<file path="src/rtl/mode2_sched_if.sv">
// mode2_sched_if: request/result bundle for the mode-2 sequencer.
// Two valid/ready request channels (requester 0 and 1) and one tagged
// valid/ready result channel. The master drives requests and consumes results.
interface mode2_sched_if;
   logic        in_valid0;
   logic [2:0]  in_a0;
   logic [2:0]  in_b0;
   logic        in_ready0;
   logic        in_valid1;
   logic [2:0]  in_a1;
   logic [2:0]  in_b1;
   logic        in_ready1;
   logic        out_valid;
   logic [11:0] out_data;
   logic        out_id;
   logic        out_ready;

   modport master (
      output in_valid0, in_a0, in_b0, in_valid1, in_a1, in_b1, out_ready,
      input  in_ready0, in_ready1, out_valid, out_data, out_id
   );

   modport slave (
      input  in_valid0, in_a0, in_b0, in_valid1, in_a1, in_b1, out_ready,
      output in_ready0, in_ready1, out_valid, out_data, out_id
   );
endinterface

</file>
<file path="src/rtl/mode2_sched.sv">
// mode2_sched: computes (a^2 - b^2)^2 on 3-bit operands for two requesters
// using one time-multiplexed 7-bit squarer.
// Sequence: IDLE -> SQ_A -> SQ_B -> SQ_D -> DONE -> IDLE.
// Define MODE2_SCHED_FIXPRI_EN for fixed priority (requester 0 always wins
// contention, no last_grant state); default is round-robin arbitration.
module mode2_sched (
   input  logic          clk,
   input  logic          rst_n,
   mode2_sched_if.slave  bus,
   output logic          busy
);

   localparam logic [2:0] IDLE = 3'd0;
   localparam logic [2:0] SQ_A = 3'd1;
   localparam logic [2:0] SQ_B = 3'd2;
   localparam logic [2:0] SQ_D = 3'd3;
   localparam logic [2:0] DONE = 3'd4;

   logic [2:0]  state;
   logic [2:0]  a_q;
   logic [2:0]  b_q;
   logic        id_q;
   logic [5:0]  a2_q;
   logic [5:0]  absdiff_q;
   logic        out_valid_q;
   logic [11:0] out_data_q;
   logic        out_id_q;

   logic        grant;
   logic        accept;
   logic [6:0]  sq_in;
   logic [11:0] sq_out;
   logic [6:0]  diff;
   logic [6:0]  neg_diff;
   logic [5:0]  absdiff;

`ifndef MODE2_SCHED_FIXPRI_EN
   logic        last_grant;
`endif

   // Grant selection: a lone valid wins; on contention the arbitration policy decides.
   always_comb begin
      grant = 1'b0;
`ifdef MODE2_SCHED_FIXPRI_EN
      grant = !bus.in_valid0;
`else
      if (bus.in_valid0 && bus.in_valid1)
         grant = ~last_grant;
      else
         grant = !bus.in_valid0;
`endif
   end

   assign bus.in_ready0 = (state == IDLE) && bus.in_valid0 && !grant;
   assign bus.in_ready1 = (state == IDLE) && bus.in_valid1 && grant;
   assign accept        = (state == IDLE) && (bus.in_valid0 || bus.in_valid1);

   // Squarer operand mux: one shared multiplier serves a, b and |a^2 - b^2| in turn.
   always_comb begin
      sq_in = 7'd0;
      case (state)
         SQ_A:    sq_in = {4'b0, a_q};
         SQ_B:    sq_in = {4'b0, b_q};
         SQ_D:    sq_in = {1'b0, absdiff_q};
         default: sq_in = 7'd0;
      endcase
   end

   // Shared squarer; 49^2 = 2401 fits in 12 bits so the narrow product is exact.
   assign sq_out = {5'b0, sq_in} * {5'b0, sq_in};

   // Magnitude of a^2 - b^2 while b^2 is on the squarer output.
   always_comb begin
      diff     = {1'b0, a2_q} - {1'b0, sq_out[5:0]};
      neg_diff = 7'd0 - diff;
      absdiff  = diff[6] ? neg_diff[5:0] : diff[5:0];
   end

   // Main sequencer: capture, three squarer passes, then hold the result until taken.
   always_ff @(posedge clk or negedge rst_n) begin
      if (!rst_n) begin
         state       <= IDLE;
         a_q         <= 3'd0;
         b_q         <= 3'd0;
         id_q        <= 1'b0;
         a2_q        <= 6'd0;
         absdiff_q   <= 6'd0;
         out_valid_q <= 1'b0;
         out_data_q  <= 12'd0;
         out_id_q    <= 1'b0;
      end else begin
         case (state)
            IDLE: begin
               if (accept) begin
                  a_q   <= grant ? bus.in_a1 : bus.in_a0;
                  b_q   <= grant ? bus.in_b1 : bus.in_b0;
                  id_q  <= grant;
                  state <= SQ_A;
               end
            end
            SQ_A: begin
               a2_q  <= sq_out[5:0];
               state <= SQ_B;
            end
            SQ_B: begin
               absdiff_q <= absdiff;
               state     <= SQ_D;
            end
            SQ_D: begin
               out_data_q  <= sq_out;
               out_id_q    <= id_q;
               out_valid_q <= 1'b1;
               state       <= DONE;
            end
            DONE: begin
               if (out_valid_q && bus.out_ready) begin
                  out_valid_q <= 1'b0;
                  state       <= IDLE;
               end
            end
            default: state <= IDLE;
         endcase
      end
   end

`ifndef MODE2_SCHED_FIXPRI_EN
   // Remember the last winner so contention alternates; starts at 1 so requester 0 wins first.
   always_ff @(posedge clk or negedge rst_n) begin
      if (!rst_n)
         last_grant <= 1'b1;
      else if (accept)
         last_grant <= grant;
   end
`endif

   assign bus.out_valid = out_valid_q;
   assign bus.out_data  = out_data_q;
   assign bus.out_id    = out_id_q;
   assign busy          = (state != IDLE);

endmodule

</file>
<file path="src/flat_wrapper.sv">
// flat-port wrapper written by rule: the top's interface ports become plain ports
module mode2_sched_flat 
  (clk, rst_n, busy, bus_in_valid0, bus_in_a0, bus_in_b0, bus_in_valid1, bus_in_a1, bus_in_b1, bus_out_ready, bus_in_ready0, bus_in_ready1, bus_out_valid, bus_out_data, bus_out_id);
  mode2_sched_if bus_i ();
  input  logic clk;
  input  logic rst_n;
  output logic busy;
  input wire logic [$bits(bus_i.in_valid0)-1:0] bus_in_valid0;
  input wire logic [$bits(bus_i.in_a0)-1:0] bus_in_a0;
  input wire logic [$bits(bus_i.in_b0)-1:0] bus_in_b0;
  input wire logic [$bits(bus_i.in_valid1)-1:0] bus_in_valid1;
  input wire logic [$bits(bus_i.in_a1)-1:0] bus_in_a1;
  input wire logic [$bits(bus_i.in_b1)-1:0] bus_in_b1;
  input wire logic [$bits(bus_i.out_ready)-1:0] bus_out_ready;
  output wire logic [$bits(bus_i.in_ready0)-1:0] bus_in_ready0;
  output wire logic [$bits(bus_i.in_ready1)-1:0] bus_in_ready1;
  output wire logic [$bits(bus_i.out_valid)-1:0] bus_out_valid;
  output wire logic [$bits(bus_i.out_data)-1:0] bus_out_data;
  output wire logic [$bits(bus_i.out_id)-1:0] bus_out_id;
  assign bus_i.in_valid0 = bus_in_valid0;
  assign bus_i.in_a0 = bus_in_a0;
  assign bus_i.in_b0 = bus_in_b0;
  assign bus_i.in_valid1 = bus_in_valid1;
  assign bus_i.in_a1 = bus_in_a1;
  assign bus_i.in_b1 = bus_in_b1;
  assign bus_i.out_ready = bus_out_ready;
  assign bus_in_ready0 = bus_i.in_ready0;
  assign bus_in_ready1 = bus_i.in_ready1;
  assign bus_out_valid = bus_i.out_valid;
  assign bus_out_data = bus_i.out_data;
  assign bus_out_id = bus_i.out_id;
  mode2_sched u_core (.clk(clk), .rst_n(rst_n), .bus(bus_i), .busy(busy));
endmodule
</file>
<file path="config.mk">
export PLATFORM = sky130hd
export DESIGN_NAME = mode2_sched_flat
export DESIGN_NICKNAME = d
export VERILOG_FILES = /design/src/rtl/mode2_sched_if.sv /design/src/rtl/mode2_sched.sv /design/src/flat_wrapper.sv
export SDC_FILE = /design/constraint.sdc
export NUM_CORES = 1
export LEC_CHECK = 0
export ABC_CLOCK_PERIOD_IN_PS = 4600
export CORE_ASPECT_RATIO = 1.2
export CORE_MARGIN = 5
export CORE_UTILIZATION = 45
export CTS_BUF_LIST = sky130_fd_sc_hd__clkbuf_2 sky130_fd_sc_hd__clkbuf_4 sky130_fd_sc_hd__clkbuf_8
export DETAILED_ROUTE_END_ITERATION = 8
export PLACE_DENSITY = 0.8
export SYNTH_ARGS = -nofsm -noshare
export SYNTH_HDL_FRONTEND = slang
export SYNTH_SLANG_ARGS = --single-unit
</file>
<file path="constraint.sdc">
create_clock -name clk -period 4.6 [get_ports clk]
set_input_delay 0.46 -clock clk [delete_from_list [all_inputs] [get_ports clk]]
set_output_delay 0.46 -clock clk [all_outputs]
set_load 0.02 [all_outputs]
</file>
==> results of run 1 <==
final timing paths:
check,to,cells after the start,slack (ns)
worst min-delay path,u_core.bus.out_id$_DFFE_PN0N_,2,0.48
worst max register to register,u_core.absdiff_q[5]$_DFFE_PN0P_,14,0.20
max in group asynchronous,u_core.state[0]$_DFFE_PN0P_,2,3.67
worst min register to register,u_core.bus.out_id$_DFFE_PN0N_,2,0.48
min in group asynchronous,u_core.id_q$_DFFE_PN0P_,2,0.58
worst max-delay path,u_core.absdiff_q[5]$_DFFE_PN0P_,14,0.20
power by group:
| part | switching (W) | internal, W | total, W |
|---|---|---|---|
| registers | 0.000112 | 0.000447 | 0.000559 |
| clock network | 0.000118 | 0.000176 | 0.000294 |
| logic | 0.000791 | 0.000670 | 0.00146 |
per-layer routing:
metal | wire length [µm] | global-route usage (%)
met1 | 2222 | 18.65
met4 | 133 | 6.706
met5 | 0 | 0
met2 | 3052 | 29.89
met3 | 138 | 2.063
critical path, stage by stage (launching register included):
cell and delay, ns:
dfrtp_2 0.44, mux2_2 0.23, nand2_1 0.08, a21oi_2 0.20
nand3_1 0.12, fa_1 0.53, fa_1 0.55, inv_1 0.06
fa_1 0.60, ha_4 0.23, xnor2_2 0.14, ha_1 0.32
or3_1 0.37, a211o_1 0.26, a31oi_1 0.17
logic make-up after synthesis:
group	share of synthesized area, %
fa+ha+maj	17.48
mux	5.778
flops	34.62
buf+inv	5.185
compound gates	14.32
simple gates	19.36
other cells	0.1480
xor+xnor	3.111
metrics by stage:
step                      total power (W)  utilization [%]
final                            0.002313            55.79
after global routing             0.002524            55.79
after CTS                        0.002274            55.07
after detailed placement         0.001977            52.95
after global placement           0.001923            52.95
after floorplan                  0.001598                -
sequential cells by signal (all words and copies together), names as in the netlist:
register and count:
u_core.last_grant 1, u_core.b_q 3, u_core.bus.out_valid 1, u_core.absdiff_q 6, u_core.bus.out_id 1, u_core.a_q 3
u_core.id_q 1, u_core.a2_q 5, u_core.state 3, u_core.bus.out_data 11
placed cells by master (no fill, tap or decap), types with 2 or more instances in the layout:
cell	Yosys	layout
a211o_1	2	2
inv_1	21	19
a31oi_1	4	4
clkdlybuf4s50_1	0	32
dfrtp_1	34	32
a21oi_1	8	7
o21a_1	6	6
and3_1	6	5
o21ai_0	24	24
nand3b_1	3	3
mux2i_1	9	9
nand3_1	5	5
nor3_1	9	9
ha_1	21	20
dfrtp_2	0	2
xor2_1	3	3
inv_2	0	2
nor2_1	18	18
clkbuf_8	0	6
o21ai_1	2	2
buf_4	1	8
a21o_1	2	2
fa_1	9	9
mux2_2	5	5
a21oi_2	1	2
xnor2_1	6	5
or3_1	3	3
nand2_1	47	47
o31ai_1	3	3
nor2b_1	3	2
synthesized netlist by cell type (5+ instances only):
library cell / instances / share of area, %
nand2_1: 47 / 7.0
o21ai_0: 24 / 4.7
fa_1: 9 / 7.1
xnor2_1: 6 / 2.1
clkbuf_1: 8 / 1.2
dfrtp_1: 34 / 34
mux2i_1: 9 / 3.6
and3_1: 6 / 1.5
nor3_1: 9 / 1.8
o21a_1: 6 / 1.8
mux2_2: 5 / 2.2
nand3_1: 5 / 0.99
nor2_1: 18 / 2.7
a21oi_1: 8 / 1.6
inv_1: 21 / 3.1
ha_1: 21 / 10
what timing repair did:
item                       in CTS  in global routing
gates resized for setup         0                 11
setup buffers                   0                  0
setup endpoints to repair       0                  5
cell type report:
type	count	area [µm²]	share of cell area, %
Multi-Input combinational cell	217	1563	50.42
Sequential cell	35	879.6	28.38
Timing Repair Buffer	40	380.4	12.27
Clock buffer	6	82.58	2.665
Tap cell	64	80.08	2.584
Inverter	21	78.83	2.543
Clock inverter	2	35.03	1.130
==> out/metrics.yaml, run 1 <==
finish:
  fin_nets: 367
  nFillCells: 476
  num_antenna_cells: 0
  area_growth_pct: 22.32
  layout-drive-gt1-share_pct: 11.21
  fin_area_um2: 3099
  layout.cells.non_filler: 385
yosys:
  async_flop_share_pct: 100.0
  yosys_warnings: 0
  synth_edf_count: 0
  syn-num-nets: 332
  syn_inst: 285
  ys_seq_elements: 35
  syn_area_um2: 2534
  synth_flop_cell: "dfrtp_1"
  ys_seq_area_share_pct: 34.62
  synth_cell_types: 46
  syn_avg_cell_area_um2: 8.890
worst_setup_path:
  critPathLaunchType: "flip-flop"
  cp-startpoint: "u_core.state[0]$_DFFE_PN0P_"
  cp-end-kind: "flip-flop"
  cp.arrival_ns: 4.60
  crit_type: "reg -> reg"
  required_ns: 4.80
  regToRegStartpoint: "u_core.state[0]$_DFFE_PN0P_"
  crit_fanout: 6
clock_tree:
  tritoncts: "built"
  clkLatencyLatePin_ns: 0.29
  clock-sinks: 35
  clockRootBuffer: "clkbuf_8"
  numCtsBuffers: 5
  ctsHtreeMaxLevel: 2
  holdBufCountCts: 0
  cts_buffer_depth: 2
  clk_pin_slew_ns: 0.07
die:
  floorplan.initialDensity_pct: 45.61
  rows: 30
  core_um2: 5555
  pin_count: 34
  design.die.area_um2: 7238
  die_y_um: 92.20
  die_x_um: 78.50
placement:
  numPortBuffers: 32
  dp.final_hpwl_mm: 4.306
  placedInstanceArea_um2: 2942
  placedCellCount: 377
  gp_congestion: 0.8674
  dp_slack_ns: 0.02649
routing:
  routedWlPerCell_um: 14.41
  vias: 2134
  firstDrtPassIters: 4
  ant_nets: 0
  routed_wl_mm: 5.547
  post_drt_via_cell_ratio: 5.543
  drt_iter0_markers: 140
  drc: 0
power_and_ir_drop:
  peakVddDrop_mv: 0.2843
  power.leakage_nw: 1.495
  powerDensity_nw_per_um2: 746.3
global_routing:
  grt_start_max_net_pins: 36
  grt_usage_pct: 16.26
  grt_antenna_before_repair: 0
  grt_pass1_wl_mm: 9.597
  grt_pass1_vias: 2189
  overflow: 0
sta:
  setup_ws_ns: 0.2047
  fmax_mhz: 227.5
  period_needed_ns: 4.395
  rsz0062_at_grt: "no"
  timing.final.max_slew_violations: 0
  whs_ns: 0.4780
  fin_setup_tns_ns: 0
  final.period_utilization_pct: 95.55
  relSlewSlack_pct: 21.19
  timing.final.hold_violations: 0
  finClkSkew_ns: 0.006455
  max_slew.worst_pin.slew_ns: 1.170
  setup_viol: 0
worst_hold_path:
  hp-class: "reg -> reg"
  hp-start: "u_core.id_q$_DFFE_PN0P_"
run_status:
  status: "finished clean"
job:
  drv_cap: 0
(Power assumes the default switching activity.)
==> run 2, diff against run 1 <==
Settings changed: CAP_MARGIN set to 30.
==> run 2 against run 1 <==
First-iteration DRC count fell by 16%. Non-clock buffer count is 1 higher. Utilization up 0.61 points. Total power grew 3.8%.
==> out/metrics.yaml, run 2 (synthesized netlist as in run 1, its figures left out) <==
run_status:
  status: "finished clean"
finish:
  fin_nets: 368  # +0.27%
  area_growth_pct: 23.65
  num_antenna_cells: 0  # unchanged
  nFillCells: 474  # -0.42%
  fin_area_um2: 3133  # +1.1%
  largest_reg_flops: 11  # unchanged
  finalCoreUtilization_pct: 56.40  # +0.61 points
  layout-drive-gt1-share_pct: 11.18  # -0.035 points
  final_common_cell: "nand2_1"
  final_cell_mix: "47 x nand2_1, 32 x clkdlybuf4s50_1, 32 x dfrtp_1"
die:
  die_x_um: 78.50  # unchanged
  design.die.area_um2: 7238  # unchanged
  pin_count: 34  # unchanged
  core_um2: 5555  # unchanged
  die_y_um: 92.20  # unchanged
  rows: 30  # unchanged
  floorplan.initialDensity_pct: 45.61  # unchanged
sta:
  relSlewSlack_pct: 44.52  # +23 points
  final.period_utilization_pct: 96.38  # +0.83 points
  period_needed_ns: 4.434  # +0.03833 ns
  setup_ws_ns: 0.1664  # -0.03833 ns
  finClkSkew_ns: 0.008771  # +0.002316 ns
  max_slew.worst_pin.slew_ns: 0.8297  # -0.3400 ns
  setup_viol: 0  # unchanged
  timing.final.hold_violations: 0  # unchanged
  fmax_mhz: 225.5  # -0.86%
  whs_ns: 0.4697  # -0.008227 ns
  timing.final.max_slew_violations: 0  # unchanged
routing:
  routedWlPerCell_um: 14.51  # +0.71%
  drc: 0  # unchanged
  ant_nets: 0  # unchanged
  firstDrtPassIters: 6  # +2
  post_drt_via_cell_ratio: 5.425  # -2.1%
  drt_iter0_markers: 117  # -16%
  vias: 2094  # -1.9%
  routed_wl_mm: 5.601  # +0.97%
power_and_ir_drop:
  p_comb_share_pct: 62.6  # -0.5 points
  switching_share_pct: 43.92  # -0.24 points
  intPower_w: 0.001347  # +4.3%
  clockPowerShare_pct: 14.1  # +1.4 points
  pwr-share-seq_pct: 23.3  # -0.9 points
  peakVddDrop_mv: 0.2801  # -1.5%
  power.leakage_nw: 1.504  # +0.62%
  powerDensity_nw_per_um2: 766.4  # +2.7%
  p_sw_w: 0.001055  # +3.3%
clock_tree:
  numCtsBuffers: 5  # unchanged
  clkLatencyLatePin_ns: 0.29  # about the same
  ctsHtreeMaxLevel: 2  # unchanged
  clock-sinks: 35  # unchanged
  clk_pin_slew_ns: 0.08  # about the same
  cts_buffer_depth: 2  # unchanged
  post_cts_resized: 0  # unchanged
  tritoncts: "built"
  post_cts.repair.setup_buffers: 0  # unchanged
  holdBufCountCts: 0  # unchanged
  clockRootBuffer: "clkbuf_8"
worst_setup_path:
  crit_fanout: 9  # +3
  required_ns: 4.82  # +0.02 ns
  crit_type: "reg -> reg"
  cp-end-kind: "flip-flop"
  critPathLaunchType: "flip-flop"
  cp.arrival_ns: 4.65  # +0.05 ns
global_routing:
  overflow: 0  # unchanged
  grt_pass1_wl_mm: 9.418  # -1.9%
  grt_usage_pct: 16.13  # -0.13 points
  grt_antenna_before_repair: 0  # unchanged
  grt_pass1_vias: 2164  # -1.1%
  grt_start_max_net_pins: 36  # unchanged
placement:
  gp_congestion: 0.8674  # unchanged
  dp_slack_ns: 0.04124  # +0.01475 ns
  dp.final_hpwl_mm: 4.243  # -1.5%
  placedInstanceArea_um2: 2949  # +0.26%
  numPortBuffers: 32  # unchanged
worst_hold_path:
  hp-class: "reg -> reg"
job:
  drv_cap: 0  # unchanged
run 2: cell count changes in the layout (fill, tap and decap cells not counted):
| cell | previous run | this run |
|---|---|---|
| a21oi_2 | 2 | 1 |
| a21oi_4 | 0 | 1 |
| buf_4 | 8 | 9 |
| bufinv_16 | 1 | 2 |
| clkbuf_8 | 6 | 5 |
| clkinv_2 | 1 | 0 |
| clkinvlp_4 | 0 | 1 |
| inv_1 | 19 | 20 |
| inv_2 | 2 | 1 |
run 2: final cells by class:
class | instances | area, µm² | share of cell area, %
Multi-Input combinational cell | 217 | 1570 | 50.12
Sequential cell | 35 | 879.6 | 28.08
Timing Repair Buffer | 41 | 387.9 | 12.38
Tap cell | 64 | 80.08 | 2.556
Inverter | 21 | 78.83 | 2.516
Clock buffer | 5 | 68.82 | 2.196
Clock inverter | 3 | 67.56 | 2.157
run 2: worst max-delay path, cell delays in order (launching register included):
cell and delay [ns]:
dfrtp_2 0.45, mux2_2 0.23, nand2_1 0.08, a21oi_2 0.20
nand3_1 0.12, fa_1 0.53, fa_1 0.55, inv_1 0.06
fa_1 0.60, ha_4 0.23, xnor2_2 0.14, ha_1 0.32
nor2_1 0.20, a21oi_4 0.09, or3_1 0.38, a31oi_1 0.17
run 2: routing by layer:
layer	vias up	GRT usage, %	wire, µm
li1	1048	-	-
met1	999	18.20	2246
met2	36	29.32	3077
met3	11	1.965	134
met4	0	8.163	144
met5	-	0	0
run 2: worst paths after layout:
kind,start,endpoint,slack [ns],depth (start not counted)
worst max-delay path,u_core.state[0]$_DFFE_PN0P_,u_core.absdiff_q[3]$_DFFE_PN0P_,0.17,15
worst min-delay path,u_core.last_grant$_DFFE_PN1P_,u_core.last_grant$_DFFE_PN1P_,0.47,2
worst max register to register,u_core.state[0]$_DFFE_PN0P_,u_core.absdiff_q[3]$_DFFE_PN0P_,0.17,15
worst min register to register,u_core.last_grant$_DFFE_PN1P_,u_core.last_grant$_DFFE_PN1P_,0.47,2
max in group asynchronous,rst_n,u_core.state[0]$_DFFE_PN0P_,3.68,2
min in group asynchronous,rst_n,u_core.a_q[0]$_DFFE_PN0P_,0.57,2
run 2: power by group through the flow:
stage	clock network [W]	registers (W)	logic [W]
2_1_floorplan	0	0.000567	0.00103
5_1_grt	0.000355	0.000580	0.00168
3_5_place_dp	0	0.000558	0.00142
4_1_cts	0.000342	0.000552	0.00144
3_3_place_gp	0	0.000553	0.00137
6_report	0.000340	0.000559	0.00150
run 2: through the flow:
stage | std cells | total power [W] | TNS (ns)
3_5_place_dp | 378 | 0.001979 | 0
6_report | 386 | 0.002401 | 0
2_1_floorplan | 285 | 0.001598 | 0
5_1_grt | 386 | 0.002616 | -0.04477
3_3_place_gp | 377 | 0.001923 | 0
4_1_cts | 386 | 0.002329 | 0
